===== src/rtl/rv32_mod_load_store_unit.sv =====
// RV32 load/store unit: single outstanding word-wide bus access with extended load data and fault code.
// Optional feature macro MISALIGNED_SPLIT_EN: misaligned legal-size accesses are split into two bus words.
module rv32_mod_load_store_unit #(
  parameter int unsigned TIMEOUT_CYCLES = 255,
  parameter int unsigned ADDR_W         = 32
) (
  input  logic              clk,
  input  logic              rstn,
  input  logic              req_valid,
  output logic              req_ready,
  input  logic              req_wr,
  input  logic [3:0]        req_func,
  input  logic [ADDR_W-1:0] req_addr,
  input  logic [31:0]       req_wdata,
  output logic              rsp_valid,
  output logic [31:0]       rsp_rdata,
  output logic [1:0]        rsp_fault,
  output logic              mem_req,
  output logic              mem_we,
  output logic [ADDR_W-1:0] mem_addr,
  output logic [3:0]        mem_be,
  output logic [31:0]       mem_wdata,
  input  logic              mem_ack,
  input  logic [31:0]       mem_rdata,
  input  logic              mem_err
);
  typedef enum logic [1:0] {S_IDLE, S_ACCESS, S_ACCESS2, S_RESP} state_t;

  localparam logic [1:0] F_OK      = 2'b00;
  localparam logic [1:0] F_ALIGN   = 2'b01;
  localparam logic [1:0] F_BUS     = 2'b10;
  localparam logic [1:0] F_TIMEOUT = 2'b11;

  state_t      r_state;
  logic [1:0]  r_off;
  logic [1:0]  r_size;
  logic        r_uns;
  logic        r_wr;
  logic        r_split;
  logic [31:0] r_wait;
  logic [31:0] r_rdata1;
  logic [31:0] r_wdata2;
  logic [3:0]  r_be2;

  logic [1:0]  w_size;
  logic [1:0]  w_off;
  logic        w_illegal;
  logic        w_mis;
  logic        w_reject;
  logic        w_split;
  logic [3:0]  w_szmask;
  logic [3:0]  w_be_al;
  logic [7:0]  w_mask8;
  logic [63:0] w_wdata64;
  logic [31:0] w_wdata_rep;
  logic [63:0] w_ld_src;
  logic [31:0] w_ld_sh;
  logic [31:0] w_ld;
  logic        w_timeout;
  logic        w_unused;

  assign w_size    = req_func[1:0];
  assign w_off     = req_addr[1:0];
  assign w_illegal = (w_size == 2'b11);
  assign w_mis     = ((w_size == 2'b01) && w_off[0]) || ((w_size == 2'b10) && (w_off != 2'b00));
  assign w_unused  = req_func[3];

`ifdef MISALIGNED_SPLIT_EN
  assign w_reject = w_illegal;
  assign w_split  = w_mis;
`else
  assign w_reject = w_illegal || w_mis;
  assign w_split  = 1'b0;
`endif

  assign w_timeout = (TIMEOUT_CYCLES != 0) && (r_wait == 32'(TIMEOUT_CYCLES - 1));

  always_comb begin
    w_szmask    = 4'b0001;
    w_be_al     = 4'b0001 << w_off;
    w_wdata_rep = {4{req_wdata[7:0]}};
    case (w_size)
      2'b01: begin
        w_szmask    = 4'b0011;
        w_be_al     = 4'b0011 << {w_off[1], 1'b0};
        w_wdata_rep = {2{req_wdata[15:0]}};
      end
      2'b10, 2'b11: begin
        w_szmask    = 4'b1111;
        w_be_al     = 4'b1111;
        w_wdata_rep = req_wdata;
      end
      default: ;
    endcase
    // Split accesses use the 8-lane view: low half drives part 1, high half part 2.
    w_mask8   = {4'b0000, w_szmask} << w_off;
    w_wdata64 = {32'h0, req_wdata} << {w_off, 3'b000};
  end

  always_comb begin
    w_ld_src = (r_state == S_ACCESS2) ? {mem_rdata, r_rdata1} : {32'h0, mem_rdata};
    w_ld_sh  = 32'(w_ld_src >> {r_off, 3'b000});
    case (r_size)
      2'b00:   w_ld = {{24{~r_uns & w_ld_sh[7]}}, w_ld_sh[7:0]};
      2'b01:   w_ld = {{16{~r_uns & w_ld_sh[15]}}, w_ld_sh[15:0]};
      default: w_ld = w_ld_sh;
    endcase
  end

  always_ff @(posedge clk) begin
    if (!rstn) begin
      r_state   <= S_IDLE;
      req_ready <= 1'b1;
      rsp_valid <= 1'b0;
      rsp_rdata <= '0;
      rsp_fault <= F_OK;
      mem_req   <= 1'b0;
      mem_we    <= 1'b0;
      mem_addr  <= '0;
      mem_be    <= '0;
      mem_wdata <= '0;
      r_off     <= '0;
      r_size    <= '0;
      r_uns     <= 1'b0;
      r_wr      <= 1'b0;
      r_split   <= 1'b0;
      r_wait    <= '0;
      r_rdata1  <= '0;
      r_wdata2  <= '0;
      r_be2     <= '0;
    end else begin
      rsp_valid <= 1'b0;
      case (r_state)
        S_IDLE: begin
          if (req_valid) begin
            req_ready <= 1'b0;
            r_off     <= w_off;
            r_size    <= w_size;
            r_uns     <= req_func[2];
            r_wr      <= req_wr;
            r_split   <= w_split;
            r_wait    <= '0;
            r_be2     <= w_mask8[7:4];
            r_wdata2  <= w_wdata64[63:32];
            if (w_reject) begin
              r_state   <= S_RESP;
              rsp_valid <= 1'b1;
              rsp_fault <= F_ALIGN;
              rsp_rdata <= '0;
            end else begin
              r_state   <= S_ACCESS;
              mem_req   <= 1'b1;
              mem_we    <= req_wr;
              mem_addr  <= {req_addr[ADDR_W-1:2], 2'b00};
              mem_be    <= w_split ? w_mask8[3:0] : w_be_al;
              mem_wdata <= w_split ? w_wdata64[31:0] : w_wdata_rep;
            end
          end
        end
        S_ACCESS, S_ACCESS2: begin
          if (mem_ack) begin
            r_wait <= '0;
            if (!mem_err && r_split && (r_state == S_ACCESS)) begin
              r_state   <= S_ACCESS2;
              r_rdata1  <= mem_rdata;
              mem_addr  <= mem_addr + ADDR_W'(4);
              mem_be    <= r_be2;
              mem_wdata <= r_wdata2;
            end else begin
              r_state   <= S_RESP;
              mem_req   <= 1'b0;
              rsp_valid <= 1'b1;
              rsp_fault <= mem_err ? F_BUS : F_OK;
              rsp_rdata <= (mem_err || r_wr) ? '0 : w_ld;
            end
          end else if (w_timeout) begin
            r_state   <= S_RESP;
            mem_req   <= 1'b0;
            rsp_valid <= 1'b1;
            rsp_fault <= F_TIMEOUT;
            rsp_rdata <= '0;
          end else begin
            r_wait <= r_wait + 32'd1;
          end
        end
        S_RESP: begin
          r_state   <= S_IDLE;
          req_ready <= 1'b1;
        end
        default: r_state <= S_IDLE;
      endcase
    end
  end
endmodule


===== config.mk =====
export PLATFORM = sky130hd
export DESIGN_NAME = rv32_mod_load_store_unit
export DESIGN_NICKNAME = d
export VERILOG_FILES = /design/src/rtl/rv32_mod_load_store_unit.sv
export SDC_FILE = /design/constraint.sdc
export NUM_CORES = 1
export LEC_CHECK = 0
export BUFFER_PORTS_ARGS = -buffer_cell sky130_fd_sc_hd__buf_2
export CAP_MARGIN = 10
export CORE_ASPECT_RATIO = 1.1
export CORE_MARGIN = 5
export CORE_UTILIZATION = 56
export DETAILED_ROUTE_END_ITERATION = 10
export GPL_TIMING_DRIVEN = 0
export PLACE_DENSITY = 0.95
export SLEW_MARGIN = 20
export SYNTH_ARGS = -nofsm -noshare
export SYNTH_HDL_FRONTEND = slang
export SYNTH_SLANG_ARGS = --single-unit

===== constraint.sdc =====
create_clock -name clk -period 6.1 [get_ports clk]
set_input_delay 1.22 -clock clk [delete_from_list [all_inputs] [get_ports clk]]
set_output_delay 1.22 -clock clk [all_outputs]
set_load 0.1 [all_outputs]

==> results.cfg, run 1 <==
[run_status]
status = complete, no violations

[critical_path]
critPathKind = register to register
critPathLaunchType = register
crit_arrival_ns = 3.48
cpPeakStageDelay_ns = 0.68
cp_slowest_cell = a2111oi_4
crit_required_ns = 6.43
cpLargestDelayFamily = compound AO/OA/AOI/OAI gates
cp-end-kind = register
path_buf_inv = 2
crit_fanout = 10
path_cells = inv_1, ha_1, nor2_1, nand2b_1, a2111oi_4, o31ai_2, buf_2, o31ai_1

[power]
powerDensity_nw_per_um2 = 433.8
leakage_uw = 0.003713
max-vdd-ir-drop_uv = 368.0

[cts]
cts_hold_buf = 0
clkSlewWorstSetupHoldPaths_ns = 0.06
cts_sinks = 144
clockBufferDepth = 2
post_cts_buffers = 0
htree_levels = 4
ctsResizeCount = 0
cts_tree = done
clockRootBuffer = clkbuf_16
cts_buffers = 17
clkLatencyLatePin_ns = 0.43

[die]
die_area_um2 = 15290
initial_core_util = 0.5722
rows = 43
io_pins = 212
fp.dieW_um = 118.4
die_h_um = 129.2
core_area_um2 = 12640

[logic_synthesis]
yosys_warnings = 0
synth_area_um2 = 7234
synth_ff_type = dfxtp_1
synth_top_area_share = 0.3985
synth_area_leaders = dfxtp_1, nand2_1, mux2i_1
async_flop_share = 0
syn_inst = 898
yosysTopAreaCell = dfxtp_1
ys_seq_area_frac = 0.3985
ys_ff_latch = 144
syn_area_per_cell_um2 = 8.056
yosysUniqueCellTypes = 66
synth_edf_count = 0

[global_route]
gr-total-overflow = 0
grt_pass1_vias = 7753
grt_pass1_wl_um = 38560
grt_usage = 0.3097
antenna_found_initial = 1
grt_max_degree = 17

[timing]
finClkSkew_ns = 0.009962
drv_slew = 0
fin_tns_setup_ns = 0
hold_viol = 0
tightestPinTransition_ns = 1.164
timing.final.crit_share = 0.5155
fmax_ghz = 0.3180
setup_viol = 0
rsz0062_at_grt = no
slew-limit-headroom = 0.2171
setup_ws_ns = 2.956
fin_crit_ns = 3.144

[route]
vias = 7962
totalWireLength_um = 24490
route.detailed.drc = 0
postRouteAntennaNets = 0
drtIter0Drc = 826
routedWlPerCell_um = 18.90
drt_pass1_iterations = 7
viasPerCell = 6.144

[layout]
regArea_um2 = 2883
nFillCells = 964
multi_input_area_um2 = 3971
mostFrequentLayoutCells = buf_2, nand2_1, dfxtp_1, a21oi_1
drive_gt1_frac = 0.2423
layout_commonest_cell = buf_2
layout-area-overhead-vs-synth_pct = 25.68
diodes = 0
nets = 1240

[placement]
dpl.hpwl_um = 17880
gp_congestion = 1.006
port_buffers = 208
dp_slack_ns = 2.531

[run]
cap_viol_max_count = 0

[min_path]
hold_class = register to register
-- logic make-up (layout without fill, tap and decap cells) --
kind of cell	Yosys count	after routing	share of synthesized area
buf+inv	92	332	0.05396
xor+xnor	12	12	0.01453
simple gates	339	339	0.2183
compound gates	250	250	0.2273
other cells	1	2	0.0005184
flops	144	144	0.3985
mux	52	52	0.07316
fa+ha+maj	8	8	0.01384
-- power breakdown --
part           leakage (uW)  internal (uW)  switching, uW
sequential          0.00117           1040           62.6
clock              0.000283            676            398
combinational       0.00226            391           1370
total               0.00371           2110           1830
-- worst register-to-register path, cell delays in order (launching register included) --
cell,delay (ns)
dfxtp_1,0.39
inv_1,0.11
ha_1,0.26
nor2_1,0.54
nand2b_1,0.25
a2111oi_4,0.68
o31ai_2,0.28
buf_2,0.30
o31ai_1,0.25
-- sequential cells by signal (all words and copies together) (netlist names) --
signal and count:
r_state 2, mem_req 1, r_size 2, rsp_fault 2
mem_we 1, r_uns 1, r_wr 1, rsp_valid 1
mem_be 4, r_off 2, r_wait 32, rsp_rdata 32
mem_wdata 32, mem_addr 30, req_ready 1
-- per-stage QoR --
| stage | cell area, um2 | hold slack [ns] | power [uW] | utilization | instances |
|---|---|---|---|---|---|
| after detailed placement | 8482 | 0.4350 | 2855 | 0.6709 | 1264 |
| after global routing | 9092 | 0.4578 | 4105 | 0.7191 | 1296 |
| after floorplan | 7238 | 0.4365 | 2467 | - | 899 |
| after global placement | 8476 | 0.4338 | 2827 | 0.6704 | 1264 |
| after CTS | 9092 | 0.4435 | 3918 | 0.7191 | 1296 |
| final | 9092 | 0.4420 | 3944 | 0.7191 | 1296 |
-- metal layers --
metal	global-route usage	vias to the layer above	part of all wire
met1	0.3499	3727	0.37
met4	0.1574	2	0.042
met3	0.09690	91	0.10
met5	0	-	0.00029
met2	0.5306	461	0.48
li1	-	3681	-
-- synth_stat cells (all sizes together) (13+ instances only) --
library cell / number
buf: 23
inv: 18
o31ai: 21
dfxtp: 144
a311oi: 14
nor4: 13
a21oi: 84
mux2i: 45
o21ai: 48
o211ai: 18
nand2: 173
clkbuf: 50
nand4: 16
nor2: 54
-- path summary, 6_finish.rpt --
path / startpoint / end / slack (ns) / depth (start not counted)
setup / recovery: r_state[0] / rsp_rdata[27] / 2.96 / 8
hold / removal: rsp_fault[0] / rsp_fault[0] / 0.44 / 2
setup reg to reg: r_state[0] / rsp_rdata[27] / 2.96 / 8
hold reg to reg: rsp_fault[0] / rsp_fault[0] / 0.44 / 2
-- cell type report --
cell class                 count  area share
timing repair buffer         208      0.1145
clock buffer                  24     0.05298
inverter                      19    0.007844
tap                          157     0.02160
sequential                   144      0.3170
clock inverter                 8     0.01417
multi-input combinational    663      0.4368
buffer                        73     0.03509
No activity file was read; power rests on OpenSTA's default activity.
==> inputs of run 2 (changes only) <==
--- a/config.mk
+++ b/config.mk
@@ -9,10 +9,10 @@
 export CAP_MARGIN = 10
 export CORE_ASPECT_RATIO = 1.1
 export CORE_MARGIN = 5
-export CORE_UTILIZATION = 56
+export CORE_UTILIZATION = 47
 export DETAILED_ROUTE_END_ITERATION = 10
 export GPL_TIMING_DRIVEN = 0
-export PLACE_DENSITY = 0.95
+export PLACE_DENSITY = 0.87
 export SLEW_MARGIN = 20
 export SYNTH_ARGS = -nofsm -noshare
 export SYNTH_HDL_FRONTEND = slang
==> constraint.sdc (replaced) <==
create_clock -name clk -period 2.59 [get_ports clk]
set_input_delay 0.518 -clock clk [delete_from_list [all_inputs] [get_ports clk]]
set_output_delay 0.518 -clock clk [all_outputs]
set_load 0.1 [all_outputs]
==> results.cfg, run 2 (synthesis results as in run 1) <==
[run_status]
status = complete, no violations

[placement]
gp_congestion = 0.9801
port_buffers = 208
dpl.hpwl_um = 18280
dp.cells = 1303

[die]
core_area_um2 = 15110
fp.dieW_um = 128.3
rows = 47
die_h_um = 140.1
io_pins = 212
initial_core_util = 0.4787
die_area_um2 = 17980

[route]
route.detailed.drc = 0
viasPerCell = 5.830
drt_pass1_iterations = 5
totalWireLength_um = 24440
drtIter0Drc = 768
vias = 7783
routed-wl-met2_um = 12020
route.layer.met1.wl_um = 9264
highest_layer = met5
postRouteAntennaNets = 0
dr_wl_met3_um = 2258
routedWlPerCell_um = 18.30

[layout]
layout-area-overhead-vs-synth_pct = 28.00
largest_registers = mem_wdata (32), r_wait (32), rsp_rdata (32)
mostFrequentLayoutCells = buf_2, nand2_1, dfxtp_1, a21oi_1, nor2_1
diodes = 0
drive_gt1_frac = 0.2660
nFillCells = 1278
layout_commonest_cell = buf_2
fin_cells = 1335
nets = 1240

[cts]
cts_sinks = 144
htree_levels = 4
cts_tree = done
clkLatencyLatePin_ns = 0.43
cts_hold_buf = 0
clockBufferDepth = 2
cts_buffers = 17
clockRootBuffer = clkbuf_16
clkSlewWorstSetupHoldPaths_ns = 0.06

[timing]
rsz0062_at_grt = yes
fmax_ghz = 0.4083
finClkSkew_ns = 0.01025
fin_crit_ns = 2.449
hold_viol = 0
slew-limit-headroom = 0.5273
drv_slew = 0
tightestPinTransition_ns = 0.7031
timing.final.crit_share = 0.9456
setup_viol = 0

[critical_path]
cpPeakStageDelay_ns = 0.51
critPathKind = register to register
crit_arrival_ns = 2.77
path_cells = inv_1, ha_1, mux2i_1, buf_1, nor2_1, nand2_1, nor2_1, o221a_2
crit_fanout = 10
cp_slowest_cell = mux2i_1
r2r_cells = 8
crit_required_ns = 2.91
cp-end-kind = register
critPathLaunchType = register
cpMostUsedCell = nor2_1

[global_route]
grt_pass1_vias = 7606
gr-total-overflow = 0
grt_usage = 0.2665
grt_max_degree = 17
antenna_found_initial = 1
grt_pass1_wl_um = 38540

[run]
cap_viol_max_count = 0

[min_path]
hold_class = primary input to register
holdPathStages = 3

[power]
leakage_uw = 0.003800
powerDensity_nw_per_um2 = 1027
power.total_uw = 9513
max-vdd-ir-drop_uv = 709.4
[run 2: cell count changes in the layout (fill, tap and decap cells not counted), sizes merged]
cell	change
buf	+4
clkbuf	-8
clkinvlp	-3
inv	+7
[run 2: final cells by class]
class	instances	area, um2	share of cell area
clock inverter	12	170.2	0.01838
sequential	144	2883	0.3113
inverter	19	71.32	0.007702
clock buffer	20	456.7	0.04932
tap	196	245.2	0.02648
buffer	69	329.1	0.03554
multi-input combinational	663	4034	0.4356
timing repair buffer	212	1071	0.1157
[run 2: stage by stage]
| step | hold WS, ns | util | setup WS, ns | setup TNS (ns) | instance area (um2) |
|---|---|---|---|---|---|
| final | 0.3225 | 0.6127 | 0.1408 | 0 | 9260 |
| after CTS | 0.3103 | 0.6102 | 0.004664 | 0 | 9223 |
| after floorplan | 0.4365 | - | 0.1514 | 0 | 7238 |
| after global routing | 0.3187 | 0.6127 | -0.05039 | -0.1801 | 9260 |
| after detailed placement | 0.4434 | 0.5645 | -0.3980 | -17.59 | 8531 |
| after global placement | 0.4360 | 0.5640 | -0.5994 | -19.76 | 8524 |
[run 2: worst paths after layout]
| kind | start | to | slack (ns) |
|---|---|---|---|
| worst max-delay path | r_state[0] | r_wait[5] | 0.14 |
| worst min-delay path | req_addr[18] | mem_addr[18] | 0.32 |
| worst max register to register | r_state[0] | r_wait[5] | 0.14 |
| worst min register to register | mem_wdata[27] | mem_wdata[27] | 0.45 |
[run 2: per-layer routing]
metal,GRT usage,vias to the layer above
met3,0.07959,76
met5,0,-
met4,0.1207,2
met1,0.3077,3651
met2,0.4510,377
li1,-,3677
[run 2: power by group]
part | leakage [uW] | internal, uW | total (uW) | switching [uW]
registers | 0.00117 | 2460 | 2600 | 141
clock network | 0.000305 | 1590 | 2610 | 1020
logic | 0.00233 | 1030 | 4300 | 3270
[run 2: critical path: cells and delay by family, from the launching register on]
family	cells	cell delay [ns]
buffers and inverters	2	0.59
muxes	1	0.51
DFF	1	0.34
and+or+nand+nor	3	0.28
adders and majority gates	1	0.39
AOI/OAI and AO/OA	1	0.24
[run 2: what timing repair did]
| action | 4_1_cts | 5_1_grt |
|---|---|---|
| pin swaps | 2 | 0 |
| setup buffers | 2 | 2 |
| gates resized for setup | 15 | 19 |
| cloned | 0 | 0 |
| endpoints found under the setup margin | 110 | 98 |
==> inputs of run 3 (changes only) <==
==> constraint.sdc (replaced) <==
create_clock -name clk -period 2.59 [get_ports clk]
set_input_delay 0.1295 -clock clk [delete_from_list [all_inputs] [get_ports clk]]
set_output_delay 0.1295 -clock clk [all_outputs]
set_load 0.1 [all_outputs]
==> results.cfg, run 3 (synthesis results as in run 1) <==
[route]
viasPerCell = 5.919
totalWireLength_um = 26200
route.detailed.drc = 0
routedWlPerCell_um = 18.93
drtIter0Drc = 792
vias = 8192
postRouteAntennaNets = 0
drt_pass1_iterations = 6

[cts]
cts_tree = done
clockRootBuffer = clkbuf_16
cts_buffers = 17
htree_levels = 4
clockBufferDepth = 2
cts_sinks = 144
clkSlewWorstSetupHoldPaths_ns = 0.07
clkLatencyLatePin_ns = 0.44

[timing]
finClkSkew_ns = 0.01554
rsz0062_at_grt = yes
fmax_ghz = 0.4097
timing.final.crit_share = 0.9424
drv_slew = 0
slew-limit-headroom = 0.5310
hold_viol = 0
fin_crit_ns = 2.441
tightestPinTransition_ns = 0.6977
hold_ws_ns = 0.03956
setup_viol = 0
fin_tns_setup_ns = 0

[critical_path]
crit_required_ns = 2.91
startpoint = r_state[0]
worstSetupEndpoint = r_wait[5]
cpMostUsedCell = nor2_1
critPathLaunchType = register
cpPeakStageDelay_ns = 0.50
crit_fanout = 10
path_cells = inv_1, ha_1, mux2i_1, buf_1, nor2_1, nand2_1, nor2_1, o221a_2
critPathKind = register to register
r2r_cells = 8
cp_slowest_cell = mux2i_1
cp-end-kind = register
r2r-end = r_wait[5]
r2r-start = r_state[0]
crit_arrival_ns = 2.76
r2r_setup_slack_ns = 0.15

[die]
fp.dieW_um = 128.3
die_h_um = 140.1
core_area_um2 = 15110
initial_core_util = 0.4787
die_area_um2 = 17980
rows = 47
io_pins = 212

[placement]
port_buffers = 208
dpl.hpwl_um = 18280
gp_congestion = 0.9801

[min_path]
hold_start = req_wdata[22]
hold_class = primary input to register

[global_route]
antenna_found_initial = 0
grt_usage = 0.2882
grt_pass1_wl_um = 41790
grt_max_degree = 17
gr-total-overflow = 0
grt_pass1_vias = 8047

[power]
leakage_uw = 0.004004
powerDensity_nw_per_um2 = 986.1
p_int_uw = 5127
pwr-share-comb = 0.456
clockPowerShare = 0.273
max-vdd-ir-drop_uv = 734.0
swShare = 0.4668
pwr-share-seq = 0.271
p_sw_uw = 4488

[layout]
mostFrequentLayoutCells = buf_2, nand2_1, dfxtp_1, a21oi_1, nor2_1
nFillCells = 1180
layout-area-overhead-vs-synth_pct = 34.78
diodes = 0
layout_commonest_cell = buf_2
largest_registers = mem_wdata (32), r_wait (32), rsp_rdata (32)
nets = 1289
fin_util = 0.6452
drive_gt1_frac = 0.2551

[run_status]
status = complete, no violations

[run]
cap_viol_max_count = 0
-- run 3: what timing repair did --
item / in CTS / in global routing
buffers inserted: 2 / 2
endpoints found under the hold margin: 50 / 0
gates resized for setup: 15 / 19
setup endpoints to repair: 110 / 105
hold buffers: 49 / 0
pin swaps: 2 / 0
cloned: 0 / 0
-- run 3: final cells by class --
class / instances / area, um2 / share of cell area
Sequential cell: 144 / 2883 / 0.2956
Clock buffer: 20 / 456.7 / 0.04684
Buffer: 69 / 329.1 / 0.03375
Multi-Input combinational cell: 663 / 4034 / 0.4137
Inverter: 19 / 71.32 / 0.007314
Clock inverter: 12 / 170.2 / 0.01745
Tap cell: 196 / 245.2 / 0.02515
Timing Repair Buffer: 261 / 1562 / 0.1601
-- run 3: power by group through the flow --
stage	combinational, uW	sequential [uW]	clock, uW
4_1_cts	4270	2600	2640
2_1_floorplan	1740	4070	0
5_1_grt	4660	2630	2750
3_5_place_dp	4080	2640	0
6_report	4390	2600	2620
3_3_place_gp	4060	2630	0
-- run 3: per-layer routing --
| metal | track usage | part of all wire |
|---|---|---|
| met1 | 0.3396 | 0.38 |
| met2 | 0.4834 | 0.49 |
| met3 | 0.08111 | 0.096 |
| met4 | 0.1307 | 0.036 |
| met5 | 0 | 0 |
-- run 3: worst max-delay path, delay by kind of cell, from the launching register on --
kind            cells  cell delay [ns]
fa+ha+maj           1             0.39
compound gates      1             0.24
buf+inv             2             0.59
simple gates        3             0.28
mux                 1             0.50
flops               1             0.34
-- run 3: metrics by stage --
step	power, uW	cells	cell area (um2)	setup slack (ns)
3_3_place_gp	6687	1303	8524	-0.5994
5_1_grt	10030	1384	9751	-0.04987
3_5_place_dp	6722	1303	8531	-0.3980
2_1_floorplan	5811	899	7238	0.1514
4_1_cts	9504	1384	9713	0.004664
6_report	9615	1384	9751	0.1491
-- run 3: how the worst min path moves through the flow --
stage,slack (ns),depth (start not counted),endpoint
finish,0.04,3,mem_wdata[22]
global route,0.05,3,mem_wdata[11]
CTS,0.03,3,mem_wdata[20]
detailed placement,0.38,3,r_uns
global placement,0.37,3,mem_addr[7]
floorplan,0.27,2,r_wr
